==> config.mk <==
export PLATFORM = sky130hd
export DESIGN_NAME = dmem_arbiter_flat
export DESIGN_NICKNAME = d
export VERILOG_FILES = /design/src/rtl/dmem_arb_pkg.sv /design/src/rtl/dmem_arb_if.sv /design/src/rtl/dmem_arb_starve_cnt.sv /design/src/rtl/dmem_arbiter.sv /design/src/flat_wrapper.sv
export SDC_FILE = /design/constraint.sdc
export NUM_CORES = 1
export LEC_CHECK = 0
export ABC_AREA = 1
export CAP_MARGIN = 10
export CORE_AREA = 2 2 130 132
export DETAILED_ROUTE_END_ITERATION = 12
export DIE_AREA = 0 0 132 134
export PLACE_DENSITY = 0.61
export SYNTH_ARGS = -nofsm -noshare
export SYNTH_HDL_FRONTEND = slang
export SYNTH_SLANG_ARGS = --single-unit
==> constraint.sdc <==
create_clock -name clk -period 2.2 [get_ports clk]
set_clock_uncertainty 0.1 [all_clocks]
set_input_delay 0.66 -clock clk [delete_from_list [all_inputs] [get_ports clk]]
set_output_delay 0.66 -clock clk [all_outputs]
set_load 0.01 [all_outputs]
==> src/rtl/dmem_arb_pkg.sv <==
`default_nettype none
// ============================================================================
// Module      : dmem_arb_pkg
// Description : Shared constants and types for the DMEM port arbiter.
//               Owner encoding for read responses, the address bit that
//               selects memory-mapped I/O, and default bus widths.
// Revision    : 1.0  initial release
// ============================================================================
package dmem_arb_pkg;

  localparam int DEF_ADDR_W     = 32;
  localparam int DEF_DATA_W     = 32;
  localparam int DEF_STARVE_MAX = 4;
  localparam int STARVE_W       = 4;
  localparam int MMIO_SEL_BIT   = 31;

  // Which requester a pending read response belongs to.
  typedef enum logic {
    OWN_CPU = 1'b0,
    OWN_LDR = 1'b1
  } owner_e;

endpackage : dmem_arb_pkg
`default_nettype wire

==> src/rtl/dmem_arb_if.sv <==
`default_nettype none
// ============================================================================
// Module      : dmem_arb_if
// Description : Bundle of every bus signal around the DMEM arbiter.
//               CPU side   : cpu_req/we/addr/wdata in, cpu_gnt/rvalid/rdata out
//               Loader side: ldr_req/we/addr/wdata in, ldr_gnt/rvalid/rdata,
//                            ldr_err out
//               DMEM side  : mem_we/ask_addr/fetch_addr/wdata out, mem_rdata in
//               slave  modport is taken by the arbiter, master by whatever
//               drives requesters and models the memory.
// Revision    : 1.0  initial release
// ============================================================================
interface dmem_arb_if
  import dmem_arb_pkg::*;
#(
  parameter int ADDR_W = DEF_ADDR_W,
  parameter int DATA_W = DEF_DATA_W
);

  logic              cpu_req;
  logic              cpu_we;
  logic [ADDR_W-1:0] cpu_addr;
  logic [DATA_W-1:0] cpu_wdata;
  logic              cpu_gnt;
  logic              cpu_rvalid;
  logic [DATA_W-1:0] cpu_rdata;

  logic              ldr_req;
  logic              ldr_we;
  logic [ADDR_W-1:0] ldr_addr;
  logic [DATA_W-1:0] ldr_wdata;
  logic              ldr_gnt;
  logic              ldr_rvalid;
  logic [DATA_W-1:0] ldr_rdata;
  logic              ldr_err;

  logic              mem_we;
  logic [ADDR_W-1:0] mem_ask_addr;
  logic [ADDR_W-1:0] mem_fetch_addr;
  logic [DATA_W-1:0] mem_wdata;
  logic [DATA_W-1:0] mem_rdata;

  modport slave (
    input  cpu_req, cpu_we, cpu_addr, cpu_wdata,
    input  ldr_req, ldr_we, ldr_addr, ldr_wdata,
    input  mem_rdata,
    output cpu_gnt, cpu_rvalid, cpu_rdata,
    output ldr_gnt, ldr_rvalid, ldr_rdata, ldr_err,
    output mem_we, mem_ask_addr, mem_fetch_addr, mem_wdata
  );

  modport master (
    output cpu_req, cpu_we, cpu_addr, cpu_wdata,
    output ldr_req, ldr_we, ldr_addr, ldr_wdata,
    output mem_rdata,
    input  cpu_gnt, cpu_rvalid, cpu_rdata,
    input  ldr_gnt, ldr_rvalid, ldr_rdata, ldr_err,
    input  mem_we, mem_ask_addr, mem_fetch_addr, mem_wdata
  );

endinterface : dmem_arb_if
`default_nettype wire

==> src/rtl/dmem_arb_starve_cnt.sv <==
`default_nettype none
// ============================================================================
// Module      : dmem_arb_starve_cnt
// Description : Counts consecutive CPU grants taken while the loader waits.
//               Saturates at STARVE_MAX; at_limit tells the arbiter to hand
//               the next cycle to the loader.
//   clk, rst   : clock, synchronous active-high reset
//   cpu_gnt    : CPU granted this cycle
//   ldr_req    : loader requesting this cycle
//   ldr_gnt    : loader granted this cycle
//   starve_cnt : current count
//   at_limit   : starve_cnt == STARVE_MAX
// Revision    : 1.0  initial release
// ============================================================================
module dmem_arb_starve_cnt
  import dmem_arb_pkg::*;
#(
  parameter int STARVE_MAX = DEF_STARVE_MAX
) (
  input  wire logic                clk,
  input  wire logic                rst,
  input  wire logic                cpu_gnt,
  input  wire logic                ldr_req,
  input  wire logic                ldr_gnt,
  output logic      [STARVE_W-1:0] starve_cnt,
  output logic                     at_limit
);

  localparam logic [STARVE_W-1:0] c_starve_max = STARVE_W'(STARVE_MAX);

  logic [STARVE_W-1:0] r_cnt;

  // Clearing wins over counting: once the loader is served (or gives up)
  // the CPU gets a fresh run of STARVE_MAX grants.
  always_ff @(posedge clk) begin
    if (rst) begin
      r_cnt <= '0;
    end else if (ldr_gnt || !ldr_req) begin
      r_cnt <= '0;
    end else if (cpu_gnt && (r_cnt != c_starve_max)) begin
      r_cnt <= r_cnt + STARVE_W'(1);
    end
  end

  assign starve_cnt = r_cnt;
  assign at_limit   = (r_cnt == c_starve_max);

endmodule : dmem_arb_starve_cnt
`default_nettype wire

==> src/rtl/dmem_arbiter.sv <==
`default_nettype none
// ============================================================================
// Module      : dmem_arbiter
// Description : Shares the single DMEM port between the CPU MEM stage and a
//               debug/program loader. Fixed CPU priority, bounded by a
//               starvation counter. Ask address/wdata/we go out in the grant
//               cycle; the fetch address is the previous cycle's granted
//               address so DMEM's MMIO-vs-BRAM select lines up with the
//               1-cycle BRAM read. Read data returns to the granted requester
//               exactly one cycle after the grant.
//   clk, rst : clock, synchronous active-high reset
//   bus      : dmem_arb_if.slave (CPU, loader and DMEM signals)
// Revision    : 1.0  initial release
// ============================================================================
module dmem_arbiter
  import dmem_arb_pkg::*;
#(
  parameter int ADDR_W     = DEF_ADDR_W,
  parameter int DATA_W     = DEF_DATA_W,
  parameter int STARVE_MAX = DEF_STARVE_MAX
) (
  input  wire logic clk,
  input  wire logic rst,
  dmem_arb_if.slave bus
);

  localparam logic [STARVE_W-1:0] c_starve_max = STARVE_W'(STARVE_MAX);

  logic                w_cpu_gnt;
  logic                w_ldr_gnt;
  logic                w_at_limit;
  logic [STARVE_W-1:0] w_starve_cnt;
  logic                w_ldr_mmio_wr;
  logic [ADDR_W-1:0]   w_ask_addr;
  logic [DATA_W-1:0]   w_wdata;
  logic                w_we;
  logic                w_cpu_rvalid;
  logic                w_ldr_rvalid;

  logic                r_resp_pending;
  owner_e              r_resp_owner;
  logic [ADDR_W-1:0]   r_fetch_addr;
  logic                r_ldr_err;

  // --------------------------------------------------------------------------
  // Starvation counter
  // --------------------------------------------------------------------------
  dmem_arb_starve_cnt #(
    .STARVE_MAX (STARVE_MAX)
  ) u_starve_cnt (
    .clk        (clk),
    .rst        (rst),
    .cpu_gnt    (w_cpu_gnt),
    .ldr_req    (bus.ldr_req),
    .ldr_gnt    (w_ldr_gnt),
    .starve_cnt (w_starve_cnt),
    .at_limit   (w_at_limit)
  );

  // --------------------------------------------------------------------------
  // Grant and memory drive
  // --------------------------------------------------------------------------
  always_comb begin
    w_ldr_gnt     = 1'b0;
    w_cpu_gnt     = 1'b0;
    w_ldr_mmio_wr = bus.ldr_we & bus.ldr_addr[MMIO_SEL_BIT];
    w_ask_addr    = '0;
    w_wdata       = '0;
    w_we          = 1'b0;

    if (!rst) begin
      w_ldr_gnt = bus.ldr_req & (~bus.cpu_req | w_at_limit);
      w_cpu_gnt = bus.cpu_req & ~w_ldr_gnt;
    end

    if (w_cpu_gnt) begin
      w_ask_addr = bus.cpu_addr;
      w_wdata    = bus.cpu_wdata;
      w_we       = bus.cpu_we;
    end else if (w_ldr_gnt) begin
      w_ask_addr = bus.ldr_addr;
      w_wdata    = bus.ldr_wdata;
      // The loader may read operand registers but never write MMIO.
      w_we       = bus.ldr_we & ~w_ldr_mmio_wr;
    end
  end

  // --------------------------------------------------------------------------
  // Response tracking, fetch address and loader error
  // --------------------------------------------------------------------------
  always_ff @(posedge clk) begin
    if (rst) begin
      r_resp_pending <= 1'b0;
      r_resp_owner   <= OWN_CPU;
      r_fetch_addr   <= '0;
      r_ldr_err      <= 1'b0;
    end else begin
      r_resp_pending <= (w_cpu_gnt & ~bus.cpu_we) | (w_ldr_gnt & ~bus.ldr_we);
      r_resp_owner   <= w_ldr_gnt ? OWN_LDR : OWN_CPU;
      r_fetch_addr   <= w_ask_addr;
      r_ldr_err      <= w_ldr_gnt & w_ldr_mmio_wr;
    end
  end

  // Gating with rst kills a response whose grant came the cycle before
  // reset asserted; the registers themselves only clear on the next edge.
  assign w_cpu_rvalid = r_resp_pending & ~rst & (r_resp_owner == OWN_CPU);
  assign w_ldr_rvalid = r_resp_pending & ~rst & (r_resp_owner == OWN_LDR);

  assign bus.cpu_gnt        = w_cpu_gnt;
  assign bus.ldr_gnt        = w_ldr_gnt;
  assign bus.mem_we         = w_we;
  assign bus.mem_ask_addr   = w_ask_addr;
  assign bus.mem_wdata      = w_wdata;
  assign bus.mem_fetch_addr = r_fetch_addr;
  assign bus.cpu_rvalid     = w_cpu_rvalid;
  assign bus.cpu_rdata      = w_cpu_rvalid ? bus.mem_rdata : '0;
  assign bus.ldr_rvalid     = w_ldr_rvalid;
  assign bus.ldr_rdata      = w_ldr_rvalid ? bus.mem_rdata : '0;
  assign bus.ldr_err        = r_ldr_err & ~rst;

  a_starve_bound : assert property (@(posedge clk) disable iff (rst)
    w_starve_cnt <= c_starve_max);

endmodule : dmem_arbiter
`default_nettype wire

==> src/flat_wrapper.sv <==
// flat-port wrapper written by rule: the top's interface ports become plain ports
module dmem_arbiter_flat import dmem_arb_pkg::*;
#(
  parameter int ADDR_W     = DEF_ADDR_W,
  parameter int DATA_W     = DEF_DATA_W,
  parameter int STARVE_MAX = DEF_STARVE_MAX
)
  (clk, rst, bus_cpu_req, bus_cpu_we, bus_cpu_addr, bus_cpu_wdata, bus_ldr_req, bus_ldr_we, bus_ldr_addr, bus_ldr_wdata, bus_mem_rdata, bus_cpu_gnt, bus_cpu_rvalid, bus_cpu_rdata, bus_ldr_gnt, bus_ldr_rvalid, bus_ldr_rdata, bus_ldr_err, bus_mem_we, bus_mem_ask_addr, bus_mem_fetch_addr, bus_mem_wdata);
  dmem_arb_if #(.ADDR_W(ADDR_W), .DATA_W(DATA_W)) bus_i ();
  input  wire logic clk;
  input  wire logic rst;
  input wire logic [$bits(bus_i.cpu_req)-1:0] bus_cpu_req;
  input wire logic [$bits(bus_i.cpu_we)-1:0] bus_cpu_we;
  input wire logic [$bits(bus_i.cpu_addr)-1:0] bus_cpu_addr;
  input wire logic [$bits(bus_i.cpu_wdata)-1:0] bus_cpu_wdata;
  input wire logic [$bits(bus_i.ldr_req)-1:0] bus_ldr_req;
  input wire logic [$bits(bus_i.ldr_we)-1:0] bus_ldr_we;
  input wire logic [$bits(bus_i.ldr_addr)-1:0] bus_ldr_addr;
  input wire logic [$bits(bus_i.ldr_wdata)-1:0] bus_ldr_wdata;
  input wire logic [$bits(bus_i.mem_rdata)-1:0] bus_mem_rdata;
  output wire logic [$bits(bus_i.cpu_gnt)-1:0] bus_cpu_gnt;
  output wire logic [$bits(bus_i.cpu_rvalid)-1:0] bus_cpu_rvalid;
  output wire logic [$bits(bus_i.cpu_rdata)-1:0] bus_cpu_rdata;
  output wire logic [$bits(bus_i.ldr_gnt)-1:0] bus_ldr_gnt;
  output wire logic [$bits(bus_i.ldr_rvalid)-1:0] bus_ldr_rvalid;
  output wire logic [$bits(bus_i.ldr_rdata)-1:0] bus_ldr_rdata;
  output wire logic [$bits(bus_i.ldr_err)-1:0] bus_ldr_err;
  output wire logic [$bits(bus_i.mem_we)-1:0] bus_mem_we;
  output wire logic [$bits(bus_i.mem_ask_addr)-1:0] bus_mem_ask_addr;
  output wire logic [$bits(bus_i.mem_fetch_addr)-1:0] bus_mem_fetch_addr;
  output wire logic [$bits(bus_i.mem_wdata)-1:0] bus_mem_wdata;
  assign bus_i.cpu_req = bus_cpu_req;
  assign bus_i.cpu_we = bus_cpu_we;
  assign bus_i.cpu_addr = bus_cpu_addr;
  assign bus_i.cpu_wdata = bus_cpu_wdata;
  assign bus_i.ldr_req = bus_ldr_req;
  assign bus_i.ldr_we = bus_ldr_we;
  assign bus_i.ldr_addr = bus_ldr_addr;
  assign bus_i.ldr_wdata = bus_ldr_wdata;
  assign bus_i.mem_rdata = bus_mem_rdata;
  assign bus_cpu_gnt = bus_i.cpu_gnt;
  assign bus_cpu_rvalid = bus_i.cpu_rvalid;
  assign bus_cpu_rdata = bus_i.cpu_rdata;
  assign bus_ldr_gnt = bus_i.ldr_gnt;
  assign bus_ldr_rvalid = bus_i.ldr_rvalid;
  assign bus_ldr_rdata = bus_i.ldr_rdata;
  assign bus_ldr_err = bus_i.ldr_err;
  assign bus_mem_we = bus_i.mem_we;
  assign bus_mem_ask_addr = bus_i.mem_ask_addr;
  assign bus_mem_fetch_addr = bus_i.mem_fetch_addr;
  assign bus_mem_wdata = bus_i.mem_wdata;
  dmem_arbiter #(.ADDR_W(ADDR_W), .DATA_W(DATA_W), .STARVE_MAX(STARVE_MAX)) u_core (.clk(clk), .rst(rst), .bus(bus_i));
endmodule
==> impl_metrics.env <==
export IMPL_yosys_top_cells_area="dfxtp_1, nand2_1, nand3_1, nor2_1, inv_1"
export IMPL_diodes=0
export IMPL_drt_first_iter_violations=89
export IMPL_slew_viol_final=0
export IMPL_synth_seq_cells=39
export IMPL_clkSinkCount=39
export IMPL_syn_num_nets=599
export IMPL_hp_class="flop to flop"
export IMPL_p_leak_uw=0.004270
export IMPL_path_clk_slew_ns=0.06
export IMPL_tightest_slew_ns=0.2094
export IMPL_die_area_mm2=0.01769
export IMPL_violations="setup timing"
export IMPL_synth_edf_count=0
export IMPL_finalNetCount=1046
export IMPL_ir_drop_mv=0.3044
export IMPL_syn2layout_area_growth_pct=242.8
export IMPL_slowest_delay_ns=0.14
export IMPL_port_buffers=331
export IMPL_place_congestion=0.8302
export IMPL_start_util_pct=15.29
export IMPL_critPathMaxFanout=6
export IMPL_power_density_mw_per_mm2=321.9
export IMPL_numCtsBuffers=5
export IMPL_critPathKind="input port to output pin"
export IMPL_avgSynthCellArea_um2=5.777
export IMPL_routed_wl_um=17820
export IMPL_cts_root_buffer="clkbuf_16"
export IMPL_grt_pass1_wl_um=24320
export IMPL_hold_viol=0
export IMPL_drcViolationCount=0
export IMPL_post_dp_cell_area_mm2=0.006475
export IMPL_post_route_cells_drive_above_1_share_pct=55.75
export IMPL_synth_cells=431
export IMPL_dp_slack_ns=-1.028
export IMPL_routedWlPerCell_um=16.21
export IMPL_synth_seq_area_share_pct=31.36
export IMPL_async_reset_ff_share_pct=0
export IMPL_routed_via_density=4.112
export IMPL_overflow=0
export IMPL_multiInputGateArea_mm2=0.002285
export IMPL_ioPinCount=332
export IMPL_reg2reg_to="u_core.u_starve_cnt.starve_cnt[0]"
export IMPL_fp_dieH_um=134
export IMPL_fill_cells=1501
export IMPL_cts_buffer_depth=2
export IMPL_seq_area_um2=783.3
export IMPL_min_period_over_period_pct=114.4
export IMPL_final_cell_area_mm2=0.008534
export IMPL_cts_tree="built"
export IMPL_rsz0062_at_grt="yes"
export IMPL_grt_max_degree=28
export IMPL_synth_flop_cell="dfxtp_1"
export IMPL_finalSetupViolCount=104
export IMPL_setup_worst_path_end="bus_mem_ask_addr[11]"
export IMPL_cap_violations=0
export IMPL_clock_latency_ns=0.28
export IMPL_cts_hold_buffers=0
export IMPL_cp_startpoint="bus_ldr_req"
export IMPL_crit_path_end_kind="output pin"
export IMPL_yosys_warnings=0
export IMPL_synthTopCellsByCount="nand2_1, nor2_1, nand3_1"
export IMPL_final_min_clock_period_ns=2.517
export IMPL_first_pass_iters=5
export IMPL_cts_htree_levels=2
export IMPL_worstPathArrival_ns=1.76
export IMPL_fmax_ghz=0.3972
export IMPL_rr_worst_depth=11
export IMPL_slew_headroom_pct=85.99
export IMPL_grt_pass1_vias=4475
export IMPL_slowest_stage="nand4_1"
export IMPL_vias=4519
export IMPL_yosysUniqueCellTypes=18
export IMPL_required_ns=1.44
export IMPL_r2r_start="u_core.u_starve_cnt.starve_cnt[0]"
export IMPL_syn_area_mm2=0.002490
export IMPL_rows=47
export IMPL_yosysTopAreaCellShare_pct=31.36
export IMPL_p_total_uw=2747
export IMPL_dpl_hpwl_um=10950
export IMPL_antenna_found_initial=0
export IMPL_worstPathCellList="buf_2 -> nand4_1 -> nand2_2 -> inv_4 -> buf_12 -> buf_8 -> buf_12 -> nand2_4 -> nand2_2 -> buf_6"
export IMPL_die_x_um=132
export IMPL_outcome="finished with violations"
export IMPL_finalWorstSetupSlack_ns=-0.3174
export IMPL_yosysMostFrequentCell="nand2_1"
export IMPL_ant_nets=0
export IMPL_startpoint_type="input port"
export IMPL_timing_hold_ws_ns=0.4150
export IMPL_reg2reg_slack_ns=0.42
export IMPL_core_area_mm2=0.01629
export IMPL_grt_total_usage_pct=17.37
export IMPL_synth_top_cell_by_area="dfxtp_1"
## layout by cell type (no fill, tap or decap), types with 16 or more instances in the layout
master	Yosys	routed
inv_1	44	17
buf_4	5	79
buf_6	6	100
nand2_1	149	77
inv_2	4	27
nor2_2	0	16
clkdlybuf4s50_1	0	188
buf_12	0	19
nor2_4	0	46
nand2_2	17	53
nand3_2	0	20
nand3_1	70	46
buf_2	9	48
nand2_4	0	35
dfxtp_1	39	37
## final cells by class
class	count	share of cell area (%)
Inverter	48	2.287
Clock buffer	6	1.510
Clock inverter	2	0.1466
Multi-Input combinational cell	317	26.77
Tap cell	220	3.225
Timing Repair Buffer	467	56.88
Sequential cell	39	9.178
## routing by layer
layer  up-vias  share of wire (%)  GRT usage (%)
met5         -                  0              0
met2       220                 54          32.52
met4         0                3.2          6.582
met3        35                7.1          4.989
met1      2054                 36          18.41
li1       2210                  -              -
## worst min-delay path by stage
| stage | start | end | slack [ns] | depth (start not counted) |
|---|---|---|---|---|
| after global placement | u_core.u_starve_cnt.starve_cnt[0] | u_core.u_starve_cnt.starve_cnt[0] | 0.41 | 2 |
| after global routing | u_core.u_starve_cnt.starve_cnt[0] | u_core.u_starve_cnt.starve_cnt[0] | 0.45 | 2 |
| after floorplan | u_core.u_starve_cnt.starve_cnt[0] | u_core.u_starve_cnt.starve_cnt[0] | 0.33 | 1 |
| after detailed placement | u_core.u_starve_cnt.starve_cnt[0] | u_core.u_starve_cnt.starve_cnt[0] | 0.41 | 2 |
| after CTS | u_core.u_starve_cnt.starve_cnt[0] | u_core.u_starve_cnt.starve_cnt[0] | 0.42 | 2 |
| final | u_core.u_starve_cnt.starve_cnt[0] | u_core.u_starve_cnt.starve_cnt[0] | 0.41 | 2 |
## sequential cells by signal, summed over array words and instances (netlist names)
register / cells
u_core.r_ldr_err: 1
u_core.u_starve_cnt.starve_cnt: 4
u_core.r_resp_owner: 1
u_core.r_resp_pending: 1
u_core.bus.mem_fetch_addr: 32
## report_power, final
part | total (uW) | leakage (uW) | internal (uW) | switching (uW)
registers | 758 | 0.000323 | 745 | 13.0
clock network | 732 | 0.0000669 | 419 | 312
logic | 1260 | 0.00388 | 741 | 516
total | 2750 | 0.00427 | 1910 | 842
## per-stage QoR
| stage | utilization (%) | cells | setup TNS, ns |
|---|---|---|---|
| 3_5_place_dp | 39.75 | 1016 | -117.30 |
| 3_3_place_gp | 39.75 | 1016 | -117.49 |
| 4_1_cts | 44.97 | 1093 | -22.92 |
| 5_1_grt | 52.39 | 1099 | -33.47 |
| 2_1_floorplan | - | 431 | 0 |
| 6_report | 52.39 | 1099 | -24.69 |
## what timing repair did
| action | in CTS | in global routing |
|---|---|---|
| pin swaps | 14 | 29 |
| setup endpoints to repair | 134 | 133 |
| gates resized for setup | 700 | 292 |
| gates cloned | 15 | 6 |
| buffers inserted | 56 | 14 |
## critical path: cells and delay by family
family | cells | cell delay [ns]
simple gates | 4 | 0.39
buf+inv | 6 | 0.68
## cell families after synthesis
logic type	share of synthesized area, %
and+or+nand+nor	52.36
adders and majority gates	1.005
DFF	31.36
buffers and inverters	14.32
xor gates and xnor gates	0.3518
AOI/OAI and AO/OA	0.6028
No activity file was read; power rests on OpenSTA's default activity.
